File: src/rtl/fp_div_mant_if.sv
// Operand/result handshake bundle for the FP32 mantissa divider.
// The master side presents operands and accepts results.
// The slave side is the divider itself.
interface fp_div_mant_if;
  logic        in_valid;
  logic        in_ready;
  logic [31:0] dividend;
  logic [31:0] divisor;
  logic [7:0]  exp_in;
  logic        out_valid;
  logic        out_ready;
  logic [31:0] result;
  logic        div_by_zero;
  logic        invalid;

  modport master (
    output in_valid, dividend, divisor, exp_in, out_ready,
    input  in_ready, out_valid, result, div_by_zero, invalid
  );

  modport slave (
    input  in_valid, dividend, divisor, exp_in, out_ready,
    output in_ready, out_valid, result, div_by_zero, invalid
  );
endinterface

File: src/rtl/fp_div_mant.sv
// FP32 significand divider.
// A restoring divider produces one quotient bit per cycle, 26 bits in total.
// The quotient is then normalised and rounded to nearest-even, and the packed
// result is held until downstream accepts it.
// The biased exponent comes from upstream and is only adjusted here for
// normalisation and rounding carry.
// NaN, infinity and zero operands bypass the iteration entirely.
module fp_div_mant (
  input  logic          clk,
  input  logic          rst,
  fp_div_mant_if.slave  bus
);

  typedef enum logic [1:0] {
    IDLE  = 2'd0,
    CALC  = 2'd1,
    ROUND = 2'd2,
    DONE  = 2'd3
  } state_t;

  localparam logic [31:0] QNAN      = 32'h7FC0_0000;
  localparam logic [4:0]  LAST_STEP = 5'd25;

  state_t      state_q;
  logic        in_ready_q;
  logic        out_valid_q;
  logic [31:0] result_q;
  logic        dbz_q;
  logic        inv_q;
  logic        sign_q;
  logic [7:0]  exp_q;
  logic [23:0] mb_q;
  logic [24:0] rem_q;
  logic [25:0] quo_q;
  logic [4:0]  cnt_q;

  // Operand decode, looked at only on the accept edge.
  logic [7:0]  exp_a;
  logic [7:0]  exp_b;
  logic [23:0] ma_d;
  logic [23:0] mb_d;
  logic        sign_d;
  logic        a_zero;
  logic        b_zero;
  logic        is_invalid;
  logic        is_dbz;

  // One restoring-division step.
  logic        rem_ge;
  logic [24:0] rem_sub;
  logic [24:0] rem_d;
  logic [25:0] quo_d;

  // Normalise and round.
  logic [22:0] m_pre;
  logic        g_bit;
  logic        s_bit;
  logic [7:0]  e_pre;
  logic        round_up;
  logic [23:0] m_sum;
  logic [22:0] m_fin;
  logic [7:0]  e_fin;

  assign exp_a  = bus.dividend[30:23];
  assign exp_b  = bus.divisor[30:23];
  assign ma_d   = {(exp_a != 8'h00), bus.dividend[22:0]};
  assign mb_d   = {(exp_b != 8'h00), bus.divisor[22:0]};
  assign sign_d = bus.dividend[31] ^ bus.divisor[31];
  assign a_zero = (bus.dividend[30:0] == 31'h0);
  assign b_zero = (bus.divisor[30:0] == 31'h0);

  // Special-case precedence: NaN/Inf operands or 0/0 first, then x/0.
  assign is_invalid = (exp_a == 8'hFF) || (exp_b == 8'hFF) || (a_zero && b_zero);
  assign is_dbz     = b_zero && !a_zero;

  // Compare/subtract/shift for one quotient bit.
  // The remainder stays below 2*mb, so the shifted value always fits in 25 bits.
  always_comb begin
    rem_ge  = (rem_q >= {1'b0, mb_q});
    rem_sub = rem_ge ? (rem_q - {1'b0, mb_q}) : rem_q;
    rem_d   = rem_sub << 1;
    quo_d   = {quo_q[24:0], rem_ge};
  end

  // Pick the 23 fraction bits from the quotient depending on where its leading one
  // sits, then round to nearest-even.
  // A carry out of the mantissa bumps the exponent.
  always_comb begin
    if (quo_q[25]) begin
      m_pre = quo_q[24:2];
      g_bit = quo_q[1];
      s_bit = quo_q[0] | (rem_q != 25'h0);
      e_pre = exp_q;
    end else begin
      m_pre = quo_q[23:1];
      g_bit = quo_q[0];
      s_bit = (rem_q != 25'h0);
      e_pre = exp_q - 8'd1;
    end
    round_up = g_bit & (s_bit | m_pre[0]);
    m_sum    = {1'b0, m_pre} + {23'h0, round_up};
    m_fin    = m_sum[22:0];
    e_fin    = e_pre + {7'h0, m_sum[23]};
  end

  // Control FSM plus datapath registers.
  // out_valid rises one cycle after DONE is entered and is held until accepted.
  always_ff @(posedge clk) begin
    if (rst) begin
      state_q     <= IDLE;
      in_ready_q  <= 1'b1;
      out_valid_q <= 1'b0;
      result_q    <= 32'h0;
      dbz_q       <= 1'b0;
      inv_q       <= 1'b0;
      sign_q      <= 1'b0;
      exp_q       <= 8'h0;
      mb_q        <= 24'h0;
      rem_q       <= 25'h0;
      quo_q       <= 26'h0;
      cnt_q       <= 5'h0;
    end else begin
      case (state_q)
        IDLE: begin
          if (bus.in_valid) begin
            in_ready_q <= 1'b0;
            sign_q     <= sign_d;
            exp_q      <= bus.exp_in;
            mb_q       <= mb_d;
            rem_q      <= {1'b0, ma_d};
            quo_q      <= 26'h0;
            cnt_q      <= 5'h0;
            if (is_invalid) begin
              result_q <= QNAN;
              inv_q    <= 1'b1;
              dbz_q    <= 1'b0;
              state_q  <= DONE;
            end else if (is_dbz) begin
              result_q <= {sign_d, 8'hFF, 23'h0};
              inv_q    <= 1'b0;
              dbz_q    <= 1'b1;
              state_q  <= DONE;
            end else if (a_zero) begin
              result_q <= {sign_d, 31'h0};
              inv_q    <= 1'b0;
              dbz_q    <= 1'b0;
              state_q  <= DONE;
            end else begin
              state_q  <= CALC;
            end
          end
        end

        CALC: begin
          rem_q <= rem_d;
          quo_q <= quo_d;
          cnt_q <= cnt_q + 5'd1;
          if (cnt_q == LAST_STEP) begin
            state_q <= ROUND;
          end
        end

        ROUND: begin
          result_q <= {sign_q, e_fin, m_fin};
          inv_q    <= 1'b0;
          dbz_q    <= 1'b0;
          state_q  <= DONE;
        end

        DONE: begin
          if (!out_valid_q) begin
            out_valid_q <= 1'b1;
          end else if (bus.out_ready) begin
            out_valid_q <= 1'b0;
            in_ready_q  <= 1'b1;
            state_q     <= IDLE;
          end
        end

        default: begin
          state_q <= IDLE;
        end
      endcase
    end
  end

  assign bus.in_ready    = in_ready_q;
  assign bus.out_valid   = out_valid_q;
  assign bus.result      = result_q;
  assign bus.div_by_zero = dbz_q;
  assign bus.invalid     = inv_q;

endmodule
File: src/flat_wrapper.sv
// flat-port wrapper written by rule: the top's interface ports become plain ports
module fp_div_mant_flat 
  (clk, rst, bus_in_valid, bus_dividend, bus_divisor, bus_exp_in, bus_out_ready, bus_in_ready, bus_out_valid, bus_result, bus_div_by_zero, bus_invalid);
  fp_div_mant_if bus_i ();
  input  logic clk;
  input  logic rst;
  input wire logic [$bits(bus_i.in_valid)-1:0] bus_in_valid;
  input wire logic [$bits(bus_i.dividend)-1:0] bus_dividend;
  input wire logic [$bits(bus_i.divisor)-1:0] bus_divisor;
  input wire logic [$bits(bus_i.exp_in)-1:0] bus_exp_in;
  input wire logic [$bits(bus_i.out_ready)-1:0] bus_out_ready;
  output wire logic [$bits(bus_i.in_ready)-1:0] bus_in_ready;
  output wire logic [$bits(bus_i.out_valid)-1:0] bus_out_valid;
  output wire logic [$bits(bus_i.result)-1:0] bus_result;
  output wire logic [$bits(bus_i.div_by_zero)-1:0] bus_div_by_zero;
  output wire logic [$bits(bus_i.invalid)-1:0] bus_invalid;
  assign bus_i.in_valid = bus_in_valid;
  assign bus_i.dividend = bus_dividend;
  assign bus_i.divisor = bus_divisor;
  assign bus_i.exp_in = bus_exp_in;
  assign bus_i.out_ready = bus_out_ready;
  assign bus_in_ready = bus_i.in_ready;
  assign bus_out_valid = bus_i.out_valid;
  assign bus_result = bus_i.result;
  assign bus_div_by_zero = bus_i.div_by_zero;
  assign bus_invalid = bus_i.invalid;
  fp_div_mant u_core (.clk(clk), .rst(rst), .bus(bus_i));
endmodule
File: config.mk
export PLATFORM = sky130hd
export DESIGN_NAME = fp_div_mant_flat
export DESIGN_NICKNAME = d
export VERILOG_FILES = /design/src/rtl/fp_div_mant_if.sv /design/src/rtl/fp_div_mant.sv /design/src/flat_wrapper.sv
export SDC_FILE = /design/constraint.sdc
export NUM_CORES = 1
export LEC_CHECK = 0
export ABC_AREA = 1
export ABC_CLOCK_PERIOD_IN_PS = 3600
export CORE_MARGIN = 2
export CORE_UTILIZATION = 44
export DETAILED_ROUTE_END_ITERATION = 10
export GPL_TIMING_DRIVEN = 0
export MAX_ROUTING_LAYER = met4
export PLACE_DENSITY = 0.71
export SLEW_MARGIN = 20
export SYNTH_ARGS = -nofsm -noshare
export SYNTH_HDL_FRONTEND = slang
export SYNTH_SLANG_ARGS = --single-unit
File: constraint.sdc
create_clock -name clk -period 3.6 [get_ports clk]
set_clock_uncertainty 0.2 [all_clocks]
set_input_delay 0.36 -clock clk [delete_from_list [all_inputs] [get_ports clk]]
set_output_delay 0.36 -clock clk [all_outputs]
set_load 0.01 [all_outputs]
# --- After elaboration in Yosys (flattened, before gate mapping) ---
# Cells that the tools add are included.
totals:
  latch_bits: 0
  regBits: 127
  ramBits: 0
  rom_bits: 0
  in_bits: 76
  out_inout_bits: 36
  memories: 0
op_classes:
  bitwise_logic: 4
  eq_ne: 11
  n_mux: 39
  div_mod_pow: 0
  n_reduce_logical: 19
  magnitude_cmp: 1
  mul: 0
  add_sub_neg: 5
  shifts: 0
ops:
  columns: ["cell", "n"]
  rows:
  - ["32-bit 2-to-1 mux", 4]
  - ["32-bit case mux with 2 select lines", 1]
  - ["31-bit zero test", 2]
  - ["26-bit case mux with 2 select lines", 1]
  - ["25-bit case mux with 2 select lines", 1]
  - ["26-bit 2-to-1 mux", 1]
  - ["25-bit by 24-bit greater-or-equal comparator with 1-bit output", 1]
  - ["25-bit 2-to-1 mux", 1]
  - ["25-bit nonzero test", 1]
  - ["23-bit by 1-bit adder with 24-bit output", 1]
  - ["24-bit 2-to-1 mux", 1]
  - ["24-bit subtractor", 1]
  - ["23-bit 2-to-1 mux", 1]
  - ["8-bit equality test, second input constant", 2]
  - ["8-bit nonzero test", 2]
  - ["1-bit 2-to-1 mux", 14]
  - ["2-bit 2-to-1 mux", 7]
  - ["5-bit case mux with 2 select lines", 1]
  - ["8-bit by 1-bit adder with 8-bit output", 1]
  - ["8-bit 2-to-1 mux", 1]
  - ["2-bit case mux with 4 select lines", 1]
  - ["4-bit AND reduction", 2]
  - ["8-bit by 1-bit subtractor with 8-bit output, second input constant", 1]
  - ["1-bit case mux with 2 select lines", 3]
  - ["18 further kinds", 27]

# --- Depth between registers and ports, before layout ---
# Gate-level depths: netlist of the first run.
logic_depth:
  word_depth: 8
  mapped_depth: 23
  depth_no_buf: 22

# --- Least setup slack after synthesis of the first run ---
# No wires, ideal clock.
synth_path:
  kind: "register to register"
  startpoint: "register u_core.quo_q[25]"
  endpoint: "register u_core.result_q[29] (netlist: u_core.bus.result[29])"
  path_buffers: 1
  required_ns: 3.284
  path_slack_ns: 0.782
  setup_time_ns: 0.116
  stages_incl_launch_ff: 21
  t_arrival_ns: 2.503
  cell_sequence: "dfxtp_1 > buf_6 > o21ai_0 > nor2_1 > nand2_1 > nor2_4 > nand2_4 > nor2_4 > nand3_2 > nor3_1 > ha_1 > ha_1 > nand2_1 > inv_1 > nand2_1 > nor2_1 > nand2_1 > xor2_1 > nor2_1 > nor2_1 > nor2_1"
synth_between:
  elab_chain_cells: 6
synth_lines:
  columns: ["item", "line", "rtl"]
  rows:
  - ["start, declared", "fp_div_mant.sv:34", "logic [25:0] quo_q;"]
  - ["start signal, assigned", "fp_div_mant.sv:156", "quo_q <= quo_d;"]
  - ["1-bit 2-to-1 mux / 23-bit 2-to-1 mux (equally long branches)", "fp_div_mant.sv:89", "if (quo_q[25]) begin"]
  - ["1-bit OR", "fp_div_mant.sv:100", "round_up = g_bit & (s_bit | m_pre[0]);"]
  - ["1-bit AND", "fp_div_mant.sv:100", null]
  - ["23-bit by 1-bit adder with 24-bit output", "fp_div_mant.sv:101", "m_sum = {1'b0, m_pre} + {23'h0, round_up};"]
  - ["8-bit by 1-bit adder with 8-bit output (*)", "fp_div_mant.sv:103", "e_fin = e_pre + {7'h0, m_sum[23]};"]
  - ["32-bit case mux with 2 select lines (*)", "fp_div_mant.sv:123", "case (state_q)"]
  - ["end signal, assigned", "fp_div_mant.sv:139", "result_q <= {sign_d, 8'hFF, 23'h0};"]
  - ["end signal, assigned", "fp_div_mant.sv:144", "result_q <= {sign_d, 31'h0};"]
  - ["end signal, assigned", "fp_div_mant.sv:164", "result_q <= {sign_q, e_fin, m_fin};"]
  - ["end, declared", "fp_div_mant.sv:27", "logic [31:0] result_q;"]
# Every way passes the cells marked *; elsewhere a longest branch is shown, timed or not.
# A chain may end at the register's enable or synchronous reset.

# --- Final worst setup path of the first run ---
layout_path:
  startpoint: "register u_core.quo_q[25]"
  endpoint: "register u_core.result_q[30] (netlist: u_core.bus.result[30])"
# The elaborated chain is that of the path after synthesis.

==> results.ini, run 1 <==
[floorplanning]
fp.coreArea_sq_um=18800
rows=50
die_x_microns=143
io_pins=112
initial_core_util_pct=45.2
die_area_sq_um=20500
die_y_microns=143

[critical_path]
arrival_ns=3.45
crit_type=reg -> reg
crit_chain=buf_6, inv_2, nand2_1, o21ai_1, nor2_2, nand2_1, nor2_4, nand2_4, nor2_4, nand3_2, nor3_4, ha_2, nand2_1, a21oi_2, nand2_1, nor2_2, inv_1, nor2_1, nand2_1, nand2_1, nor2_1, nor2_1, nor2_1
path_common_cell=nand2_1
startpoint_type=flop
slowest_stage=dfxtp_4
slowest_delay_ns=0.38
worstPathMaxFanout=10
endpoint_kind=flop
required_ns=3.72

[clock_network]
cts_made_buffers=17
clock_path_buffers=2
clk_pin_slew_ns=0.06
cts-root-buf=clkbuf_16
cts_num_sinks=127
cts_tree=done
clock_latency_ns=0.43
hold_buffers=0
htreeDepth=4

[placement]
numPortBuffers=111
dp_slack_ns=-0.0269
dp.cells=1747
hpwl_microns=22200
place_area_sq_um=9950
place_congestion=0.940

[synth]
synthFlopType=dfxtp_1
synthCells=1376
synth_edf_count=0
synth_area_sq_um=8520
synth-seq-cells=127
synth_fp_nets=1487
yosysWarnings=0
ys_async_sr_fraction_pct=0
ys_seq_area_share_pct=29.9
synth_cell_types=51
syn_avg_cell_area_sq_um=6.19

[drt]
drc=0
wl_microns=28500
vias_per_cell=5.27
vias=9384
wire_per_inst_microns=16.0
detail-route-antenna-nets=0
drtPass1Iterations=5
drtIter0Drc=686

[final_layout]
diodes=0
fillers=1894
num-nets-final=1620
final_area_sq_um=10600
fin_util_pct=56.4
syn_to_final_growth_pct=24.8
drive_above_1_share_pct=5.85
fin_cells=1782
final_cell_mix=nand2_1, inv_1, nor2_1
final_common_cell=nand2_1

[power_and_ir_drop]
pwr-share-comb_pct=61.1
cellPowerDensity_nw_per_um2=921
intPower_uw=4810
switching_share_pct=50.8
ir_drop_mv=0.472
power.share.clock_pct=19.0
switching_power_uw=4970
p_leak_uw=0.00452
power_frac_seq_pct=19.9

[sta]
fmax_mhz=300
setup_violations=0
relSlewSlack_pct=46.2
min_period_ns=3.33
finalMaxSlewViolations=0
tns_ns=0
tightest_slew_ns=0.804
fin_ws_ns=0.270
hold_violations=0
layout_worst_path_cycle_share_pct=92.5

[outcome]
status=completed

[grt]
track_usage_pct=29.1
grt-ovfl-total=0
antenna_found_initial=0
grt_pass1_vias=8577
grt_max_degree=17
grt_first_pass_wirelength_microns=44800

[hold_path]
hp-class=reg -> reg

[job]
maxCapViolations=0

[per-stage QoR]
stage                     power [uW]  hold WS (ns)
after detailed placement        7770         0.256
after floorplan                 6020         0.233
after global routing           10600         0.284
final                           9780         0.265
after global placement          7740         0.254
after CTS                       9670         0.266
[cell usage after synthesis (all sizes together), types with 10 or more instances]
library cell | number | share of area [%]
buf | 15 | 1.2
inv | 205 | 9.0
a21oi | 132 | 8.0
nand2 | 354 | 16
xnor2 | 10 | 1.0
o21ai | 109 | 6.5
ha | 34 | 5.0
nor3 | 16 | 1.0
nor2 | 157 | 7.6
nand3 | 79 | 4.8
o211ai | 13 | 1.1
nand4 | 34 | 2.6
clkbuf | 34 | 1.5
dfxtp | 127 | 30
[sequential cells by signal (all words and copies together), names as in the netlist, 2 cells and up]
| signal | flops |
|---|---|
| u_core.quo_q | 26 |
| u_core.bus.result | 32 |
| u_core.rem_q | 25 |
| u_core.exp_q | 8 |
| u_core.mb_q | 24 |
| u_core.cnt_q | 5 |
| u_core.state_q | 2 |
[final timing paths]
| kind | startpoint | end | slack, ns | cells past startpoint |
|---|---|---|---|---|
| hold / removal | u_core.bus.result[18] | u_core.bus.result[18] | 0.26 | 2 |
| setup reg to reg | u_core.quo_q[25] | u_core.bus.result[30] | 0.27 | 23 |
| setup / recovery | u_core.quo_q[25] | u_core.bus.result[30] | 0.27 | 23 |
| hold reg to reg | u_core.bus.result[18] | u_core.bus.result[18] | 0.26 | 2 |
[kinds of logic (layout without fill, tap and decap cells)]
logic type | count (synthesis) | in the layout | synth area share (%)
compound gates | 282 | 282 | 18.1
xor+xnor | 16 | 16 | 1.65
fa+ha+maj | 35 | 35 | 5.23
flops | 127 | 127 | 29.9
simple gates | 661 | 661 | 33.5
buf+inv | 255 | 401 | 11.8
[power by group through the flow]
stage / Combinational (uW) / Clock [uW] / Sequential [uW]
after global placement: 5770 / 0 / 1960
after detailed placement: 5800 / 0 / 1970
after CTS: 5850 / 1880 / 1940
final: 5980 / 1860 / 1950
after global routing: 6640 / 1940 / 1990
after floorplan: 4070 / 0 / 1950
[layout make-up]
type,count,area (sq um),area share [%]
Inverter,206,773,7.28
Multi-Input combinational cell,994,5000,47.0
Timing Repair Buffer,114,1130,10.7
Clock inverter,15,196,1.85
Tap cell,260,325,3.06
Clock buffer,17,425,4.00
Sequential cell,127,2550,24.0
Buffer,49,228,2.14
[what timing repair did]
action,CTS,global route
resized for setup,1,9
endpoints found under the setup margin,1,3
pin swaps,0,3
buffers inserted,0,3
[per-layer routing]
layer  share of wire [%]  track usage, %
met1                  49            41.1
met5                   0               -
met2                  42            42.3
met3                 7.4            5.37
met4                 2.1            8.08
[critical path, delay by kind of cell (launching register included)]
| kind | cells | cell delay [ns] |
|---|---|---|
| AO/OA/AOI/OAI | 2 | 0.20 |
| flip-flops | 1 | 0.38 |
| adder cells (fa/ha/maj) | 1 | 0.23 |
| AND/OR/NAND/NOR | 17 | 1.90 |
| buffers and inverters | 3 | 0.33 |
Note: power is estimated with default switching activity, not from simulation.
==> run 2: changes to the inputs <==
--- a/config.mk
+++ b/config.mk
@@ -13,7 +13,7 @@
 export GPL_TIMING_DRIVEN = 0
 export MAX_ROUTING_LAYER = met4
 export PLACE_DENSITY = 0.71
-export SLEW_MARGIN = 20
+export SLEW_MARGIN = 40
 export SYNTH_ARGS = -nofsm -noshare
 export SYNTH_HDL_FRONTEND = slang
 export SYNTH_SLANG_ARGS = --single-unit
==> results of run 2 <==
Same layout as run 1: the final DEF is identical, and so are final timing and power.
